==> config.mk <==
export PLATFORM = sky130hd
export DESIGN_NAME = wb_write_queue
export DESIGN_NICKNAME = d
export VERILOG_FILES = /design/src/rtl/wb_write_queue.sv
export SDC_FILE = /design/constraint.sdc
export NUM_CORES = 1
export LEC_CHECK = 0
export CORE_MARGIN = 2
export CORE_UTILIZATION = 29
export CTS_CLUSTER_DIAMETER = 80
export DETAILED_ROUTE_END_ITERATION = 6
export SLEW_MARGIN = 20
export SYNTH_ARGS = -nofsm -noshare
export SYNTH_HDL_FRONTEND = slang
export SYNTH_SLANG_ARGS = --single-unit
export TNS_END_PERCENT = 30
==> constraint.sdc <==
create_clock -name Clock -period 5.28 [get_ports Clock]
set_input_delay 1.056 -clock Clock [delete_from_list [all_inputs] [get_ports Clock]]
set_output_delay 1.056 -clock Clock [all_outputs]
set_load 0.02 [all_outputs]
==> src/rtl/wb_write_queue.sv <==
// wb_write_queue
//
// Write-back queue that owns the single GRF write port. Results from the
// primary write-back path (never stalls) and the secondary MDU path are
// merged into one in-order circular FIFO and drained one write per cycle
// onto the GRF. A lookup port lets decode-stage forwarding see writes that
// are still waiting in the queue.
//
// Ports
//   Clock, Reset            rising-edge clock, asynchronous active-low reset
//   PriValid/PriWA/PriWD    primary result, always accepted
//   SecValid/SecWA/SecWD    MDU result, accepted when SecReady is high
//   SecReady                room for a secondary entry on top of a primary one
//   RegWrite/WA/WD          GRF write port, driven from the FIFO head
//   LookupRA                register being read by decode
//   LookupHit/LookupWD      youngest pending write to LookupRA
//   Count                   number of occupied entries
module wb_write_queue #(
    parameter int DEPTH = 4
) (
    input  logic                       Clock,
    input  logic                       Reset,
    input  logic                       PriValid,
    input  logic [4:0]                 PriWA,
    input  logic [31:0]                PriWD,
    input  logic                       SecValid,
    output logic                       SecReady,
    input  logic [4:0]                 SecWA,
    input  logic [31:0]                SecWD,
    output logic                       RegWrite,
    output logic [4:0]                 WA,
    output logic [31:0]                WD,
    input  logic [4:0]                 LookupRA,
    output logic                       LookupHit,
    output logic [31:0]                LookupWD,
    output logic [$clog2(DEPTH):0]     Count
);

    localparam int PW = $clog2(DEPTH);
    localparam int CW = PW + 1;
    localparam int SW = CW + 1;

    logic [PW-1:0] rd_ptr_q, rd_ptr_d;
    logic [PW-1:0] wr_ptr_q, wr_ptr_d;
    logic [CW-1:0] count_q,  count_d;

    logic [4:0]    wa_q [DEPTH];
    logic [4:0]    wa_d [DEPTH];
    logic [31:0]   wd_q [DEPTH];
    logic [31:0]   wd_d [DEPTH];

    logic          pri_enq;
    logic          sec_fire;
    logic          sec_enq;
    logic          deq;
    logic [PW-1:0] sec_slot;
    // One bit wider than Count so an impossible overflow stays visible.
    logic [SW-1:0] count_sum;

    logic [PW-1:0] lk_idx;

    // Enqueue / dequeue decisions and next-state pointers
    always_comb begin
        // Writes to r0 never enter the queue; a secondary r0 write is still
        // consumed through the handshake so the MDU is not left waiting.
        pri_enq   = PriValid && (PriWA != 5'd0);
        // Keeping one slot in reserve means a primary write always fits.
        SecReady  = (count_q <= CW'(DEPTH - 2));
        sec_fire  = SecValid && SecReady;
        sec_enq   = sec_fire && (SecWA != 5'd0);
        deq       = (count_q != '0);

        // Secondary lands behind the primary when both enqueue together.
        sec_slot  = wr_ptr_q + PW'(pri_enq);

        count_sum = {1'b0, count_q} + SW'(pri_enq) + SW'(sec_enq) - SW'(deq);
        count_d   = count_sum[CW-1:0];
        wr_ptr_d  = wr_ptr_q + PW'(pri_enq) + PW'(sec_enq);
        rd_ptr_d  = rd_ptr_q + PW'(deq);

        wa_d = wa_q;
        wd_d = wd_q;
        if (pri_enq) begin
            wa_d[wr_ptr_q] = PriWA;
            wd_d[wr_ptr_q] = PriWD;
        end
        if (sec_enq) begin
            wa_d[sec_slot] = SecWA;
            wd_d[sec_slot] = SecWD;
        end
    end

    // Control state: pointers and occupancy. Entry validity is implied by
    // Count and the read pointer, so clearing these invalidates every slot.
    always_ff @(posedge Clock or negedge Reset) begin
        if (!Reset) begin
            rd_ptr_q <= '0;
            wr_ptr_q <= '0;
            count_q  <= '0;
        end else begin
            assert (count_sum <= SW'(DEPTH));
            rd_ptr_q <= rd_ptr_d;
            wr_ptr_q <= wr_ptr_d;
            count_q  <= count_d;
        end
    end

    // Entry payload storage; only meaningful where Count marks it valid.
    always_ff @(posedge Clock) begin
        wa_q <= wa_d;
        wd_q <= wd_d;
    end

    // GRF port straight from the head entry
    always_comb begin
        RegWrite = deq;
        WA       = deq ? wa_q[rd_ptr_q] : 5'd0;
        WD       = deq ? wd_q[rd_ptr_q] : 32'd0;
        Count    = count_q;
    end

    // Forwarding lookup: scan oldest to youngest so the youngest match
    // overrides any older one. Same-cycle inputs are deliberately ignored.
    always_comb begin
        LookupHit = 1'b0;
        LookupWD  = 32'd0;
        lk_idx    = '0;
        for (int i = 0; i < DEPTH; i++) begin
            lk_idx = rd_ptr_q + PW'(i);
            if ((CW'(i) < count_q) && (LookupRA != 5'd0) &&
                (wa_q[lk_idx] == LookupRA)) begin
                LookupHit = 1'b1;
                LookupWD  = wd_q[lk_idx];
            end
        end
    end

endmodule

======== Word-level counts from Yosys, hierarchy flattened ========
Index checks and enable logic that the tools add are counted.
storage, ports and cells
  bits in registers ....................... 155
  bits in latches ......................... 0
  RAM bits ................................ 0
  bits in read-only memories .............. 0
  input bits .............................. 83
  output and inout bits ................... 75
  word-level logic and storage cells ...... 110
  memories kept ........................... 0
cells by class
  $add $sub $neg .......................... 9
  multipliers ............................. 0
  divide/modulo/power cells ............... 0
  order comparisons ....................... 13
  eq/ne operators ......................... 4
  shift-type cells ........................ 0
  multiplexer cells ....................... 50
  bitwise operators ....................... 6
  reduce and logical (&&, ||, !) cells .... 17
operators with widths
  cell                                                            number
  two-way mux 32 bit                                              15
  binary-select mux 32 bit (select 2 bit)                         4
  bitwise mux 128 bit                                             2
  two-way mux 128 bit                                             2
  demux 32 bit (select 2 bit)                                     2
  two-way mux 5 bit                                               11
  binary-select mux 5 bit (select 2 bit)                          4
  bitwise mux 20 bit                                              2
  two-way mux 20 bit                                              2
  demux 5 bit (select 2 bit)                                      2
  == test 5 bit                                                   4
  greater-or-equal comparator 3 bit, second input constant        6
  inverter 2 -> 3 bit                                             6
  nonzero test 5 bit                                              3
  logical AND 1 bit                                               13
  adder 2 x 1 -> 2 bit                                            3
  adder 3 x 1 -> 3 bit                                            2
  < comparator 1 x 3 -> 1 bit, first input constant               2
  < comparator 2 x 3 -> 1 bit, first input constant               2
  < comparator 3 x 1 -> 1 bit, second input constant              2
  adder 2 bit, second input constant                              2
  two-way mux 1 bit                                               4
  less-or-equal comparator 3 x 2 -> 1 bit, second input constant  1
  nonzero test 3 bit                                              1
  other kinds (2)                                                 2

======== Longest topological paths before layout ========
Gate-level depths: netlist (run 1).
  word-level depth ........................ 10
  gate-level depth with buffers ........... 11
  gate-level depth less buffers ........... 11

======== Worst setup path after synthesis (run 1) ========
OpenSTA, ideal clock, no wires.
  path kind ............................... in2out
  from .................................... input LookupRA[1]
  to ...................................... output LookupWD[24]
  arrival time ............................ 2872 ps
  required time ........................... 4224 ps
  path slack .............................. 1352 ps
  stages on the path ...................... 7
  path buffers ............................ 2
  path through ............................ clkbuf_1 nor4_1 a21oi_1 o211ai_1 o22ai_1 buf_2 o221ai_1
between the ends
  longest elaborated chain between the ends .. 7
  elaborated cells on any way between the ends .. 17
  classes of those cells .................. 4 x eq/ne; 4 x mux; 9 x reduce/logical
ends and longest elaborated chain
  item                              RTL line  RTL
  from (decl)                       33        input logic [4:0] LookupRA,
  nonzero test 5 bit                130       if ((CW'(i) < count_q) && (LookupRA != 5'd0) &&
  logical AND 1 bit (2 in series)   130
  two-way mux 32 bit (3 in series)  130
  two-way mux 32 bit *              130
  to (decl)                         35        output logic [31:0] LookupWD,
Mark *: on every way between the ends. The rest lies on a longest branch, timed or not.

======== Final worst setup path (run 1) ========
  from .................................... register rd_ptr_q[0]
  to ...................................... output LookupHit
between the ends
  longest elaborated chain between the ends .. 10
  elaborated cells on any way between the ends .. 31
  classes of those cells .................. 3 x add/sub; 4 x eq/ne; 16 x mux; 4 x bitwise; 4 x reduce/logical
ends and longest elaborated chain
  item                                                                                                        RTL line  RTL
  from (decl)                                                                                                 43        logic [PW-1:0] rd_ptr_q, rd_ptr_d;
  from (signal assigned)                                                                                      102       rd_ptr_q <= rd_ptr_d;
  adder 2 x 1 -> 2 bit / inverter 2 -> 3 bit (equally long branches)                                          129, 131
  inverter 2 -> 3 bit (not written as such) / binary-select mux 5 bit (select 2 bit) (equally long branches)  131       (wa_q[lk_idx] == LookupRA)) begin
  binary-select mux 5 bit (select 2 bit) / two-way mux 5 bit (equally long branches)                          131
  two-way mux 5 bit (not written as such)                                                                     131
  two-way mux 5 bit (not written as such) / == test 5 bit (equally long branches)                             131
  == test 5 bit / logical AND 1 bit (equally long branches)                                                   131, 130
  logical AND 1 bit / two-way mux 1 bit (equally long branches)                                               130
  two-way mux 1 bit (2 in series)                                                                             130
  two-way mux 1 bit *                                                                                         130
  to (decl)                                                                                                   34        output logic LookupHit,
Mark *: on every way between the ends. The rest lies on a longest branch, timed or not. The select of a mux whose other input is x is not followed.

==> results of run 1 <==
==> worst max-delay path: stages, from the launching register on <==
cell             delay, ps
dfrtp_4                660
buf_4                  510
mux4_2                 400
xnor2_1                140
nand2_1                160
o22ai_4                440
buf_4                  390
or3b_1                 160
clkdlybuf4s50_1        590
==> registers in the layout (all words and copies together) (netlist names) <==
register and count:
Count 3, rd_ptr_q 2, wa_q 20, wd_q 128, wr_ptr_q 2
==> worst min path at each step <==
stage	to	cells after the start	slack [ps]	from
2_1_floorplan	wd_q[112]$_DFF_P_	2	500	wd_q[112]$_DFF_P_
3_3_place_gp	wd_q[112]$_DFF_P_	2	540	wd_q[112]$_DFF_P_
3_5_place_dp	wd_q[118]$_DFF_P_	2	540	wd_q[118]$_DFF_P_
4_1_cts	wd_q[118]$_DFF_P_	2	560	wd_q[118]$_DFF_P_
5_1_grt	wd_q[86]$_DFF_P_	2	590	wd_q[86]$_DFF_P_
6_report	wd_q[118]$_DFF_P_	2	550	wd_q[118]$_DFF_P_
==> report_power, final <==
group / switching, mW / internal [mW]
logic: 3.53 / 3.40
clock network: 0.518 / 0.852
registers: 0.715 / 1.84
total: 4.76 / 6.09
==> through the flow <==
| stage | power (mW) | instances |
|---|---|---|
| floorplan | 7.29 | 1258 |
| global placement | 9.37 | 1846 |
| detailed placement | 9.52 | 1846 |
| CTS | 10.9 | 1878 |
| global route | 11.6 | 1878 |
| finish | 10.9 | 1878 |
==> synthesized netlist by cell type, types with 19 or more instances <==
cell	instances	area share [%]
nor2b_1	34	1.9
xnor2_1	20	1.6
mux4_2	74	15
a31oi_1	32	1.8
nor3_1	36	1.6
buf_1	19	0.63
dfxtp_1	148	26
a21oi_1	118	5.2
mux2_2	40	4.0
o21ai_0	32	1.4
clkbuf_1	48	1.6
mux2i_1	184	16
o221ai_1	29	2.2
o211ai_1	29	1.9
nand2_1	136	4.5
o21ai_1	50	2.2
nor2_1	115	3.8
buf_2	50	2.2
==> layout make-up <==
class	instances	area, um2	share of cell area [%]
clock buffers	21	450	3.21
clock inverters	11	193	1.37
inverters	8	30.0	0.214
multi-input cells	975	7680	54.7
flip-flops and latches	155	3150	22.4
well taps	518	648	4.62
repair buffers	190	1890	13.5
==> logic make-up after synthesis <==
kind of cell             Yosys count  share of synthesized area (%)
multiplexers                     300                           35.5
adder cells (fa/ha/maj)            8                          0.953
XOR/XNOR                          25                           2.14
AND/OR/NAND/NOR                  348                           13.6
flip-flops                       155                           27.8
AO/OA/AOI/OAI                    294                           15.1
buffers and inverters            128                           4.98
==> metal layers <==
layer  track usage (%)  wire length [um]
met1              22.6             16000
met2              30.3             17500
met3              2.56              1350
met4              5.86               726
met5                 0                 0
==> metrics.md, run 1 <==
| Metric | Value |
|---|---|
| Crit path from | rd_ptr_q[0]$_DFF_PN0_ |
| Final setup fails | 0 |
| Worst reg2reg endpoint | Count[2]$_DFF_PN0_ |
| Final slew viol count | 0 |
| # H-tree levels | 4 |
| CTS buffer count | 17 |
| Vias per inst | 5.23 |
| Setup CP Type | flip-flop to output port |
| I/O pin total | 158 |
| Syn avg cell area | 8.98 um2 |
| Power Dens Cells | 773 nW/um2 |
| IO Port Bufs | 157 |
| Final nets | 1438 |
| CP Capture Type | output port |
| Die Outline Area | 40500 um2 |
| Clock transition at path regs | 70 ps |
| Placed Area | 13400 um2 |
| Net Count, Synth | 1349 |
| CTS max path bufs | 2 |
| Die Span Y | 201 um |
| Hpwl dp | 24000 um |
| Gate Count Post-Synth | 1258 |
| Relative slew margins | 36.3% |
| Final worst-path setup slack | 298 ps |
| Sum of negative setup slack | 0 ps |
| WL/cell | 18.9 um |
| Peak supply drop | 0.298 mV |
| Fin area | 14000 um2 |
| Utilization after layout | 36.4% |
| Total track usage | 17.6% |
| CTS tree | yes |
| Yosys warning count | 0 |
| Crit Path Max Fanout | 33 |
| Library cells used by synthesis | 47 |
| Routed Antenna Nets | 0 |
| # rows | 72 |
| Synth-to-layout area growth | 24.4% |
| Antenna violations before repair | 0 |
| CTS resizes | 0 |
| Post-CTS Setup Bufs | 0 |
| #FFs+latches synth | 155 |
| FF-to-FF setup slack | 2380 ps |
| Starting Density | 29.3% |
| Hold buffer count at CTS | 0 |
| RSZ-0062 raised after global routing | no |
| Most frequent cells in the layout | 184 x mux2i_1, 157 x clkdlybuf4s50_1, 148 x dfxtp_1, 135 x nand2_1, 118 x a21oi_1 |
| Arr. time, crit path | 3930 ps |
| Fmax | 201 MHz |
| Static Leak | 5.52 nW |
| 1st-pass router iterations | 5 |
| Layout cell share with drive strength beyond 1 | 14.5% |
| Clk_lat worst skew | 430 ps |
| Hold Path Class | flip-flop to flip-flop |
| Ys flop type | dfxtp_1 |
| Syn Std Cell Area | 11300 um2 |
| Place WS | 357 ps |
| First-pass GRT wire length | 56000 um |
| Outcome | finished clean |
| Gpl congestion | 0.804 |
| Slew @ Worst Pin | 955 ps |
| Fin Clk Skew | 9.24 ps |
| N_diodes | 0 |
| RR Startpoint | Count[0]$_DFF_PN0_ |
| Fill cells | 3980 |
| CP Data Required Time | 4220 ps |
| Largest net degree at the start of global routing | 98 |
| Setup crit start kind | flip-flop |
| Core Area | 38600 um2 |
| Clock tree root driver cell | clkbuf_16 |
| Number of global-route vias before repair | 9773 |
| Global route total overflow | 0 |
| Register area share after synthesis | 27.8% |
| Commonest non-fill, non-tap cell in the layout | mux2i_1 |
| Final Cycle Share | 94.3% |
| Drt total wl | 35500 um |
| Final Hold Vio Count | 0 |
| Number of synthesized flops with an enable pin | 0 |
| Hold_ws | 550 ps |
| Fin crit period | 4980 ps |
| Clock Sink Count | 155 |
| Vias post-DR | 9814 |
| Number of max-cap violations | 0 |
| R2r worst-path depth | 9 |
| Iter 0 DRT Violations | 546 |
| Critical Path Sink | LookupHit |
| DR DRC count | 0 |
| Asr flop ratio synth | 4.52% |
| Die X | 201 um |
(Power assumes the default switching activity.)
==> inputs of run 2 (changes only) <==
--- a/config.mk
+++ b/config.mk
@@ -6,9 +6,10 @@
 export NUM_CORES = 1
 export LEC_CHECK = 0
 export CORE_MARGIN = 2
-export CORE_UTILIZATION = 29
+export CORE_UTILIZATION = 55
 export CTS_CLUSTER_DIAMETER = 80
 export DETAILED_ROUTE_END_ITERATION = 6
+export PLACE_DENSITY = 0.8
 export SLEW_MARGIN = 20
 export SYNTH_ARGS = -nofsm -noshare
 export SYNTH_HDL_FRONTEND = slang
==> run 2 against run 1 <==
Design area is 2.5% lower. Clock skew decreased by 1.1 ps. Wire length down 5.0%. Fmax increased by 2.6%. Clock power is 11% lower. Non-clock buffer count is 2 higher. Final cell count fell by 13%. Via count up 6.3%. Power decreased by 0.69%. Sequential cell count stayed put. Core utilization increased by 31 points. First-iteration DRC count rose by 64%. Highest routed layer is now met5.
==> metrics.md, run 2 (same netlist as run 1, synthesis figures left out) <==
| Metric | Value |
|---|---|
| Outcome | finished clean |
| Vias per inst | 6.39 (+22%) |
| CTS buffer count | 17 (unchanged) |
| Slew @ Worst Pin | 913 ps (-41.9 ps) |
| CP Capture Type | output port |
| RSZ-0062 raised after global routing | no |
| Clock Sink Count | 155 (unchanged) |
| Hold Path Class | flip-flop to flip-flop |
| Die Span Y | 147 um (-27%) |
| Antenna violations before repair | 2 (+2) |
| First-pass GRT wire length | 53000 um (-5.5%) |
| Worst reg2reg endpoint | wa_q[0]$_DFF_P_ |
| Die X | 147 um (-27%) |
| Clk_lat worst skew | 430 ps (about the same) |
| Placed Area | 13100 um2 (-2.4%) |
| Largest net degree at the start of global routing | 202 (+110%) |
| Iter 0 DRT Violations | 895 (+64%) |
| Final slew viol count | 0 (unchanged) |
| CP Cell Sequence | clkdlybuf4s50_1, nor4_1, a21oi_1, o211ai_1, o22ai_4, buf_16, o21ai_1, clkdlybuf4s50_1 |
| DR DRC count | 0 (unchanged) |
| Final Cycle Share | 91.9% (-2.4 points) |
| Setup CP Type | primary input to output port |
| CTS max path bufs | 2 (unchanged) |
| Most used cell, CP | clkdlybuf4s50_1 |
| FF-to-FF setup slack | 2440 ps (+60 ps) |
| Hold path endpoint | wd_q[102]$_DFF_P_ |
| R2r worst-path depth | 10 (+1) |
| Number of global-route vias before repair | 10.1k (+3.0%) |
| Drt total wl | 33700 um (-5.0%) |
| Synth-to-layout area growth | 21.2% |
| Die Outline Area | 21700 um2 (-46%) |
| Crit Path Max Fanout | 18 (-45%) |
| Fill cells | 1583 (-60%) |
| CP max stage delay | 640 ps (-20 ps) |
| Relative slew margins | 39.1% (+2.8 points) |
| Sum of negative setup slack | 0 ps (unchanged) |
| Largest register FFs | 128 (unchanged) |
| Hpwl dp | 21400 um (-11%) |
| Clock tree root driver cell | clkbuf_16 |
| 1st-pass router iterations | 5 (unchanged) |
| Hold buffer count at CTS | 0 (unchanged) |
| Starting Density | 56.0% (+27 points) |
| Final nets | 1440 (+0.14%) |
| Final setup fails | 0 (unchanged) |
| Arr. time, crit path | 3800 ps (-130 ps) |
| CTS resizes | 0 (unchanged) |
| Total track usage | 30.9% (+13 points) |
| Commonest non-fill, non-tap cell in the layout | mux2i_1 |
| Fin Clk Skew | 8.15 ps (-1.09 ps) |
| Fmax | 206 MHz (+2.6%) |
| Most frequent cells in the layout | 184 x mux2i_1, 157 x clkdlybuf4s50_1, 148 x dfxtp_1, 135 x nand2_1, 118 x a21oi_1 |
| Layout cell share with drive strength beyond 1 | 14.3% (-0.17 points) |
| Hold path depth | 2 (unchanged) |
| Global route total overflow | 0 (unchanged) |
| Final Hold Vio Count | 0 (unchanged) |
| Static Leak | 5.50 nW (-0.46%) |
| Power Dens Cells | 787 nW/um2 (+1.9%) |
| Peak supply drop | 0.563 mV (+89%) |
| Gpl congestion | 0.866 (+7.6%) |
| I/O pin total | 158 (unchanged) |
| Slowest CP cell | clkdlybuf4s50_1 |
| Vias post-DR | 10.4k (+6.3%) |
| Core Area | 20200 um2 (-48%) |
| Hold path start | wd_q[102]$_DFF_P_ |
| # H-tree levels | 4 (unchanged) |
| RR Startpoint | Count[2]$_DFF_PN0_ |
| IO Port Bufs | 157 (unchanged) |
| Clock transition at path regs | 60 ps (about the same) |
| WL/cell | 20.7 um (+9.3%) |
| Hold_ws | 552 ps (+1.95 ps) |
| Largest Register | wd_q |
| Setup crit start kind | primary input |
| Post-CTS Setup Bufs | 0 (unchanged) |
| Fin crit period | 4850 ps (-128 ps) |
| Fin area | 13700 um2 (-2.5%) |
| CP Data Required Time | 4220 ps (about the same) |
| CTS tree | yes |
| Routed Antenna Nets | 0 (unchanged) |
| Number of max-cap violations | 0 (unchanged) |
| # rows | 52 (-28%) |
## run 2: cell types whose count changed in the layout (fill, tap and decap cells not counted), sizes merged
cell | previous run | this run
buf | 33 | 35
bufinv | 5 | 2
clkbuf | 21 | 26
clkinv | 4 | 3
clkinvlp | 2 | 1
diode | 0 | 1
## run 2: worst max-delay path by stage
stage	from	endpoint	slack [ps]	depth (start not counted)
4_1_cts	rd_ptr_q[0]$_DFF_PN0_	LookupWD[3]	180	6
5_1_grt	LookupRA[1]	LookupWD[13]	200	9
3_5_place_dp	LookupRA[3]	LookupWD[3]	240	7
3_3_place_gp	LookupRA[1]	LookupWD[31]	360	7
2_1_floorplan	LookupRA[1]	LookupWD[24]	1350	7
6_report	LookupRA[1]	LookupWD[16]	430	8
## run 2: critical path: cells and delay by family
family	cells	cell delay (ps)
buf+inv	3	1350
compound gates	4	910
simple gates	1	460
## run 2: routing by layer
| layer | global-route usage (%) | vias up | wire (um) |
|---|---|---|---|
| met5 | 0 | - | 13 |
| met1 | 39.0 | 5012 | 13500 |
| met2 | 51.1 | 510 | 16300 |
| met3 | 6.18 | 83 | 2810 |
| met4 | 14.3 | 2 | 1120 |
| li1 | - | 4827 | - |
## run 2: cell type report
type	instances	area, um2	share of cell area, %
inverter	8	30.0	0.219
antenna	1	2.50	0.0183
clock buffer	26	489	3.57
multi-input combinational	975	7680	56.1
sequential	155	3150	23.0
clock inverter	6	86.3	0.631
tap	270	338	2.47
timing repair buffer	192	1920	14.0
## run 2: power by group
part / internal, mW / switching (mW) / leakage, nW
logic: 3.41 / 3.60 / 3.89
registers: 1.84 / 0.716 / 1.33
clock network: 0.734 / 0.482 / 0.279
## run 2: through the flow
step	power, mW	setup WS (ps)	util, %	cells
3_5_place_dp	9.42	240	64.9	1599
6_report	10.8	427	67.9	1633
2_1_floorplan	7.29	1350	-	1258
5_1_grt	11.4	197	67.8	1632
4_1_cts	10.7	175	67.7	1631
3_3_place_gp	9.23	356	64.9	1599
